===== src/rtl/ex02_pkg.sv =====
// ---------------------------------------------------------------------------
// ex02_pkg
//   Shared constants and helpers for the vending-machine price encoder.
//   - DEF_WIDTH / DEF_MAX_PRICE : default price word width and highest legal price
//   - bcd_digit_t               : one BCD digit (0..9)
//   - SEG7_LUT                  : active-high a..g segment codes for digits 0..9
//                                 (bit 0 = segment a, bit 6 = segment g)
//   - bin_to_bcd()              : combinational compare-subtract binary -> two BCD digits
// ---------------------------------------------------------------------------
package ex02_pkg;

  localparam int DEF_WIDTH     = 4;
  localparam int DEF_MAX_PRICE = 15;

  typedef logic [3:0] bcd_digit_t;

  localparam logic [6:0] SEG7_LUT [10] = '{
    7'h3F, 7'h06, 7'h5B, 7'h4F, 7'h66,
    7'h6D, 7'h7D, 7'h07, 7'h7F, 7'h6F
  };

  // Repeatedly subtract ten; the loop bound covers the largest 7-bit value
  // (127 -> 12 subtractions), so the remainder is always below ten.
  // Returns {tens, ones}.
  function automatic logic [7:0] bin_to_bcd(input logic [6:0] value);
    logic [6:0] rem;
    bcd_digit_t tens;
    rem  = value;
    tens = '0;
    for (int i = 0; i < 12; i++) begin
      if (rem >= 7'd10) begin
        rem  = rem - 7'd10;
        tens = tens + 4'd1;
      end
    end
    return {tens, rem[3:0]};
  endfunction

endpackage


===== src/rtl/ex02_seg7_dec.sv =====
// ---------------------------------------------------------------------------
// ex02_seg7_dec
//   Combinational BCD digit to seven-segment decoder (active-high a..g).
//   Non-decimal codes (10..15) produce a blank display.
//   Ports:
//     bcd  in  4  BCD digit
//     seg  out 7  segment code, bit 0 = a ... bit 6 = g
// ---------------------------------------------------------------------------
module ex02_seg7_dec
  import ex02_pkg::*;
(
  input  logic [3:0] bcd,
  output logic [6:0] seg
);

  always_comb begin
    seg = 7'h00;
    if (bcd <= 4'd9) begin
      seg = SEG7_LUT[bcd];
    end
  end

endmodule


===== src/rtl/ex02_price_encoder.sv =====
// ---------------------------------------------------------------------------
// ex02_price_encoder
//   Vending-machine price encoder. Registers a price and presents it as a
//   binary word, a hex nibble and two BCD digits, one cycle after sampling.
//
//   Handshake: price_decimal is accepted on every rising edge where
//   price_valid=1 and rst_n=1. There is no backpressure. out_valid is high
//   for exactly the one cycle following each accepted sample; the data
//   outputs hold their last value while out_valid=0.
//
//   Parameters:
//     WIDTH      price word width, 4..7
//     MAX_PRICE  highest legal price (<= 2**WIDTH-1, <= 99)
//   Ports:
//     clk            in   1      rising-edge clock
//     rst_n          in   1      synchronous active-low reset
//     price_decimal  in   WIDTH  price to encode
//     price_valid    in   1      sample enable
//     price_binary   out  WIDTH  registered price
//     price_hex      out  4      low nibble of price_binary
//     bcd_tens       out  4      tens digit
//     bcd_ones       out  4      ones digit
//     out_valid      out  1      one-cycle pulse after each sample
//     out_of_range   out  1      sampled price > MAX_PRICE
//     seg_tens       out  7      (EX02_SEVSEG_EN only) tens segments, blank for 0
//     seg_ones       out  7      (EX02_SEVSEG_EN only) ones segments
//
//   Build option: define EX02_SEVSEG_EN to add the seven-segment outputs.
// ---------------------------------------------------------------------------
module ex02_price_encoder
  import ex02_pkg::*;
#(
  parameter int WIDTH     = DEF_WIDTH,
  parameter int MAX_PRICE = DEF_MAX_PRICE
) (
  input  logic             clk,
  input  logic             rst_n,
  input  logic [WIDTH-1:0] price_decimal,
  input  logic             price_valid,
  output logic [WIDTH-1:0] price_binary,
  output logic [3:0]       price_hex,
  output logic [3:0]       bcd_tens,
  output logic [3:0]       bcd_ones,
  output logic             out_valid,
`ifdef EX02_SEVSEG_EN
  output logic [6:0]       seg_tens,
  output logic [6:0]       seg_ones,
`endif
  output logic             out_of_range
);

  localparam logic [WIDTH-1:0] MAX_W = WIDTH'(MAX_PRICE);

  logic [7:0] bcd_next;
  logic       oor_next;

  // Conversion happens on the incoming value so the digits land in the
  // output registers together with the binary word.
  assign bcd_next = bin_to_bcd(7'(price_decimal));
  assign oor_next = (price_decimal > MAX_W);

  always_ff @(posedge clk) begin
    if (!rst_n) begin
      price_binary <= '0;
      bcd_tens     <= '0;
      bcd_ones     <= '0;
      out_valid    <= 1'b0;
      out_of_range <= 1'b0;
    end else begin
      out_valid <= price_valid;
      if (price_valid) begin
        price_binary <= price_decimal;
        bcd_tens     <= bcd_next[7:4];
        bcd_ones     <= bcd_next[3:0];
        out_of_range <= oor_next;
      end
    end
  end

  assign price_hex = price_binary[3:0];

`ifdef EX02_SEVSEG_EN
  logic [6:0] seg_tens_dec;
  logic [6:0] seg_ones_dec;
  logic [6:0] seg_tens_next;

  ex02_seg7_dec u_dec_tens (
    .bcd (bcd_next[7:4]),
    .seg (seg_tens_dec)
  );

  ex02_seg7_dec u_dec_ones (
    .bcd (bcd_next[3:0]),
    .seg (seg_ones_dec)
  );

  // Leading-zero suppression: a zero tens digit is shown blank.
  assign seg_tens_next = (bcd_next[7:4] == 4'd0) ? 7'h00 : seg_tens_dec;

  always_ff @(posedge clk) begin
    if (!rst_n) begin
      seg_tens <= 7'h00;
      seg_ones <= 7'h00;
    end else if (price_valid) begin
      seg_tens <= seg_tens_next;
      seg_ones <= seg_ones_dec;
    end
  end
`endif

endmodule


===== config.mk =====
export PLATFORM = sky130hd
export DESIGN_NAME = ex02_price_encoder
export DESIGN_NICKNAME = d
export VERILOG_FILES = /design/src/rtl/ex02_pkg.sv /design/src/rtl/ex02_seg7_dec.sv /design/src/rtl/ex02_price_encoder.sv
export SDC_FILE = /design/constraint.sdc
export NUM_CORES = 1
export LEC_CHECK = 0
export CAP_MARGIN = 20
export CORE_MARGIN = 3
export CORE_UTILIZATION = 40
export CTS_CLUSTER_DIAMETER = 200
export DETAILED_ROUTE_END_ITERATION = 8
export REMOVE_ABC_BUFFERS = 1
export SLEW_MARGIN = 20
export SYNTH_ARGS = -nofsm -noshare
export SYNTH_HDL_FRONTEND = slang
export SYNTH_SLANG_ARGS = --single-unit

===== constraint.sdc =====
create_clock -name clk -period 26.8 [get_ports clk]
set_clock_uncertainty 0.15 [all_clocks]
set_input_delay 2.68 -clock clk [delete_from_list [all_inputs] [get_ports clk]]
set_output_delay 2.68 -clock clk [all_outputs]
set_load 0.01 [all_outputs]

# Word level (Yosys, flattened, before mapping)
# Cells that the tools add are included.
[classes] muxes=24 n_addsub=23 n_lt_le_gt_ge=13
[op_table] cell="7-bit by 4-bit >= comparator with 1-bit output, second input constant" n=11
[op_table] cell="7-bit 2-to-1 mux" n=11
[op_table] cell="7-bit by 4-bit subtractor with 7-bit output, second input constant" n=10
[op_table] cell="4-bit 2-to-1 mux" n=12
[op_table] cell="4-bit by 1-bit adder with 4-bit output, second input constant" n=11
[op_table] cell="4-bit by 4-bit subtractor with 5-bit output, second input constant" n=1
[op_table] cell="4-bit >= comparator, second input constant" n=1
[op_table] cell="4-bit greater-than comparator, second input constant" n=1
[op_table] cell="4-bit subtractor, second input constant" n=1
[op_table] cell="1-bit 2-to-1 mux" n=1
[totals] input_bits=7 word_cells=65 out_inout_bits=18 regBits=14

# Logic depth before layout (Yosys ltp)
[depth] ltp_word=24 mapped_depth=48 mapped_depth_nobuf=45

# Worst setup path after synthesis
# OpenSTA, ideal clock, no wires.
[synth_path] path_kind="input to register" start="input price_decimal[1]" end="register bcd_tens[2]" path_slack_ns=16.298 path_stages=47 required_ns=26.559 setup_ns=0.091 arrival_ns=10.261 path_buffers=4 cell_sequence="buf_2 inv_1 ha_1 inv_1 ha_1 buf_4 and2_1 a211oi_2 ha_1 nor2b_1 and3_4 a311o_1 mux2_4 clkinv_4 ha_1 o21ai_0 o221ai_2 nand2_1 [11 not listed] nand2_1 nand2_1 ha_1 inv_1 o21ai_0 ha_1 nand2_1 nand2_1 ha_1 nand2_1 nand2_1 ha_1 mux2_2 ha_1 mux2_2 ha_1 a21o_1 a311oi_1"
[synth_between] elab_chain_cells=24 elab_cells_between_ends=57 cone_classes="add/sub: 22; order compare: 12; mux: 23"
[synth_lines] element="start, declared" line_no="ex02_price_encoder.sv:38" source="input logic [WIDTH-1:0] price_decimal,"
[synth_lines] element="4-bit by 4-bit subtractor with 5-bit output or 4-bit >= comparator (tied branches)" line_no="ex02_pkg.sv:32, ex02_pkg.sv:31"
[synth_lines] element="7-bit 2-to-1 mux or 1-bit 2-to-1 mux (tied branches)" line_no="ex02_pkg.sv:31" source="if (rem >= 7'd10) begin"
[synth_lines] element="7-bit by 4-bit subtractor with 7-bit output (tied with other cells)" line_no="ex02_pkg.sv:32" source="rem = rem - 7'd10;"
[synth_lines] element="7-bit 2-to-1 mux or 4-bit 2-to-1 mux (tied branches)" line_no="ex02_pkg.sv:31"
[synth_lines] element="7-bit by 4-bit subtractor with 7-bit output (tied with other cells)" line_no="ex02_pkg.sv:32"
[synth_lines] element="7-bit 2-to-1 mux or 4-bit 2-to-1 mux (tied branches)" line_no="ex02_pkg.sv:31"
[synth_lines] element="7-bit by 4-bit subtractor with 7-bit output (tied with other cells)" line_no="ex02_pkg.sv:32"
[synth_lines] element="7-bit 2-to-1 mux or 4-bit 2-to-1 mux (tied branches)" line_no="ex02_pkg.sv:31"
[synth_lines] element="[8 not listed]"
[synth_lines] element="7-bit by 4-bit subtractor with 7-bit output (tied with other cells)" line_no="ex02_pkg.sv:32"
[synth_lines] element="7-bit 2-to-1 mux or 4-bit 2-to-1 mux (tied branches)" line_no="ex02_pkg.sv:31"
[synth_lines] element="7-bit by 4-bit subtractor with 7-bit output (tied with other cells)" line_no="ex02_pkg.sv:32"
[synth_lines] element="7-bit 2-to-1 mux or 4-bit 2-to-1 mux (tied branches)" line_no="ex02_pkg.sv:31"
[synth_lines] element="7-bit by 4-bit subtractor with 7-bit output (tied with other cells)" line_no="ex02_pkg.sv:32"
[synth_lines] element="7-bit 2-to-1 mux or 4-bit 2-to-1 mux (tied branches)" line_no="ex02_pkg.sv:31"
[synth_lines] element="7-bit by 4-bit >= comparator with 1-bit output or 4-bit by 1-bit adder with 4-bit output (tied branches)" line_no="ex02_pkg.sv:31, ex02_pkg.sv:33"
[synth_lines] element="4-bit 2-to-1 mux *" line_no="ex02_pkg.sv:31"
[synth_lines] element="end signal, assigned" line_no="ex02_price_encoder.sv:73" source="bcd_tens <= bcd_next[7:4];"
[synth_lines] element="end, declared" line_no="ex02_price_encoder.sv:42" source="output logic [3:0] bcd_tens,"
# Every way passes the cells marked *; elsewhere a longest branch is shown, timed or not.
# A chain may end at the register's enable or synchronous reset.

# Worst setup path in the final report
# Same ends and word-level chain as after synthesis.

==> metrics.md <==
| Metric | Value |
|---|---|
| Status | finished, final reports clean |
| Most frequent cells in the layout | nand2_1, clkdlybuf4s50_1, ha_1 |
| VDD IR-drop max | 0.0369 mV |
| Critical path fanouts, max | 12 |
| HP Class | register to register |
| Slew @ Worst Pin | 647 ps |
| Largest net degree at the start of global routing | 21 |
| Max-slew violation count | 0 |
| Row count | 26 |
| Core area | 0.00530 sq mm |
| Area grow syn2layout | 10.5% |
| Sum of buffers and inverters on the critical path | 6 |
| Starting density of the core | 43.0% |
| CTS tree | done |
| Commonest non-fill, non-tap cell in the layout | nand2_1 |
| Hold WS | 328 ps |
| Pwr dens | 70.2 mW/mm^2 |
| PortBufs | 23 |
| CP max stage cell | clkdlybuf4s50_1 |
| Post_cts resized | 0 |
| Clk_lat worst skew | 230 ps |
| CP delay by family, top | adder cells |
| Power Total | 177 uW |
| CTS Hold Bufs | 0 |
| Critical path type | primary input to register |
| # IOs | 25 |
| Post-Synthesis Cells | 296 |
| Setup Fix Bufs, Post-CTS | 0 |
| First-pass GRT wire length | 9.27 mm |
| WL/cell | 14.2 microns |
| CTS buffer count | 3 |
| GPL Wtd Cong | 0.884 |
| H-tree Lvls | 1 |
| Antenna violations before repair | 0 |
| Met2 wire len | 2.37 mm |
| Critical path launch point type | primary input |
| DR vias | 2154 |
| First-pass DRT Iterations | 4 |
| Final setup fails | 0 |
| Fraction of layout cells with a size suffix above 1 | 10.6% |
| Worst-path clk slew | 50 ps |
| EDFF count, synth | 0 |
| Ys flop type | dfxtp_1 |
| Post-DRT Antenna Nets | 0 |
| Leakage power | 0.00106 uW |
| Clock sink total | 12 |
| Post-layout min period | 11700 ps |
| Avg Cell Area, Syn | 7.70 sq um |
| DIE HEIGHT | 81.5 microns |
| Mapped Area | 0.00228 sq mm |
| Met1 Routed Length | 2.65 mm |
| CP max stage delay | 670 ps |
| FMAX | 85.4 MHz |
| Period utilization | 43.7% |
| Total GRT Usage | 17.3% |
| Arr. time, crit path | 11700 ps |
| Via density | 5.79 |
| Setup crit end kind | register |
| Worst-case clock buffer depth | 2 |
| Starting DRT DRC Count | 130 |
| CP Data Required Time | 26800 ps |
| Synth unique cells | 75 |
| RSZ-0062 raised after global routing | false |
| Yosys reg bits | 12 |
| Die width | 81.5 microns |
| Final Hold Fails | 0 |
| Total grt overflow | 0 |
| Final worst slack | 15100 ps |
| Vias in the first global route | 2068 |
| Seq/Total Area, Yosys | 10.5% |
| Drt drc | 0 |
| Ys Warns | 0 |
| Relative slew margins | 56.4% |
| Dpl ws | 14880 ps |
| Max-cap viol count | 0 |
| ANT cells | 0 |
| Nets | 331 |
| Metal3 WL | 191 microns |
| HPWL after DPL | 4.21 mm |
| Die area | 0.00664 sq mm |
| Max Used Layer | met4 |
| Root Driver | clkbuf_8 |
| Final Core Density | 47.5% |
| FFs w/ async S/R, synth | 0% |
| Most common cell on crit path | ha_1 |
| WL final | 5.29 mm |
| Fin Setup TNS | 0 ps |
| # fillers | 519 |
[registers in the layout, summed over array words and instances, names as in the netlist]
signal,flops
bcd_ones,3
bcd_tens,4
out_valid,1
price_binary,4
[metrics by stage]
stage	area, sq um	std cells
finish	2520	372
floorplan	2160	276
CTS	2520	372
global placement	2480	369
detailed placement	2480	369
global route	2520	372
[path summary, 6_finish.rpt]
path / from / to / slack [ps] / depth (start not counted)
setup / recovery: price_decimal[1] / bcd_tens[2]$_SDFFE_PN0P_ / 15100 / 44
hold / removal: bcd_tens[0]$_SDFFE_PN0P_ / bcd_tens[0]$_SDFFE_PN0P_ / 330 / 2
setup reg to reg: bcd_tens[2]$_SDFFE_PN0P_ / bcd_tens[2]$_SDFFE_PN0P_ / 25920 / 2
hold reg to reg: bcd_tens[0]$_SDFFE_PN0P_ / bcd_tens[0]$_SDFFE_PN0P_ / 330 / 2
[synth_stat cells (3+ instances only)]
| master | number | share of area, % |
|---|---|---|
| o21ai_0 | 12 | 2.6 |
| a211oi_1 | 3 | 0.99 |
| a311oi_1 | 3 | 1.2 |
| xnor2_1 | 15 | 5.8 |
| nor2b_1 | 3 | 0.82 |
| nand3b_1 | 3 | 0.99 |
| nand4_1 | 5 | 1.4 |
| dfxtp_1 | 12 | 11 |
| buf_2 | 3 | 0.66 |
| a21oi_1 | 19 | 4.2 |
| inv_1 | 15 | 2.5 |
| clkbuf_1 | 6 | 0.99 |
| o21ai_1 | 5 | 1.1 |
| a31o_2 | 3 | 1.2 |
| ha_1 | 20 | 11 |
| o211ai_1 | 4 | 1.3 |
| mux2i_1 | 10 | 4.4 |
| xor2_1 | 9 | 3.5 |
| nand2_1 | 31 | 5.1 |
| buf_4 | 9 | 3.0 |
| nor3_1 | 5 | 1.1 |
| nand3_1 | 13 | 2.9 |
| and2_1 | 7 | 1.9 |
| nor2_1 | 18 | 3.0 |
[worst register-to-register path: stages (launching register included)]
cell	delay [ps]
dfxtp_1	340
nor2_1	50
a311oi_1	250
[layout make-up]
class                           count  area, sq um  area share, %
Multi-Input combinational cell    247         1850           73.5
Sequential cell                    12          240           9.54
Timing Repair Buffer               23          230           9.14
Tap cell                           70         87.6           3.48
Inverter                           17         68.8           2.73
Clock buffer                        3         41.3           1.64
[kinds of logic after synthesis]
group                    synth area share (%)
AND/OR/NAND/NOR                          23.8
AO/OA/AOI/OAI                            28.3
buffers and inverters                    8.29
XOR/XNOR                                 9.93
adder cells (fa/ha/maj)                  11.0
multiplexers                             8.01
flip-flops                               10.5
other                                   0.164
[power breakdown]
| part | switching (uW) | total (uW) | leakage (uW) | internal, uW |
|---|---|---|---|---|
| sequential | 1.52 | 22.6 | 0.0000991 | 21.1 |
| combinational | 76.4 | 138 | 0.000942 | 61.8 |
| clock | 6.19 | 16.1 | 0.0000216 | 9.87 |
[per-layer routing]
layer / track usage (%) / vias to the layer above
li1: - / 1098
met4: 4.39 / 0
met5: 0 / -
met2: 28.5 / 54
met3: 2.08 / 10
met1: 23.7 / 992
(Power assumes the default switching activity.)
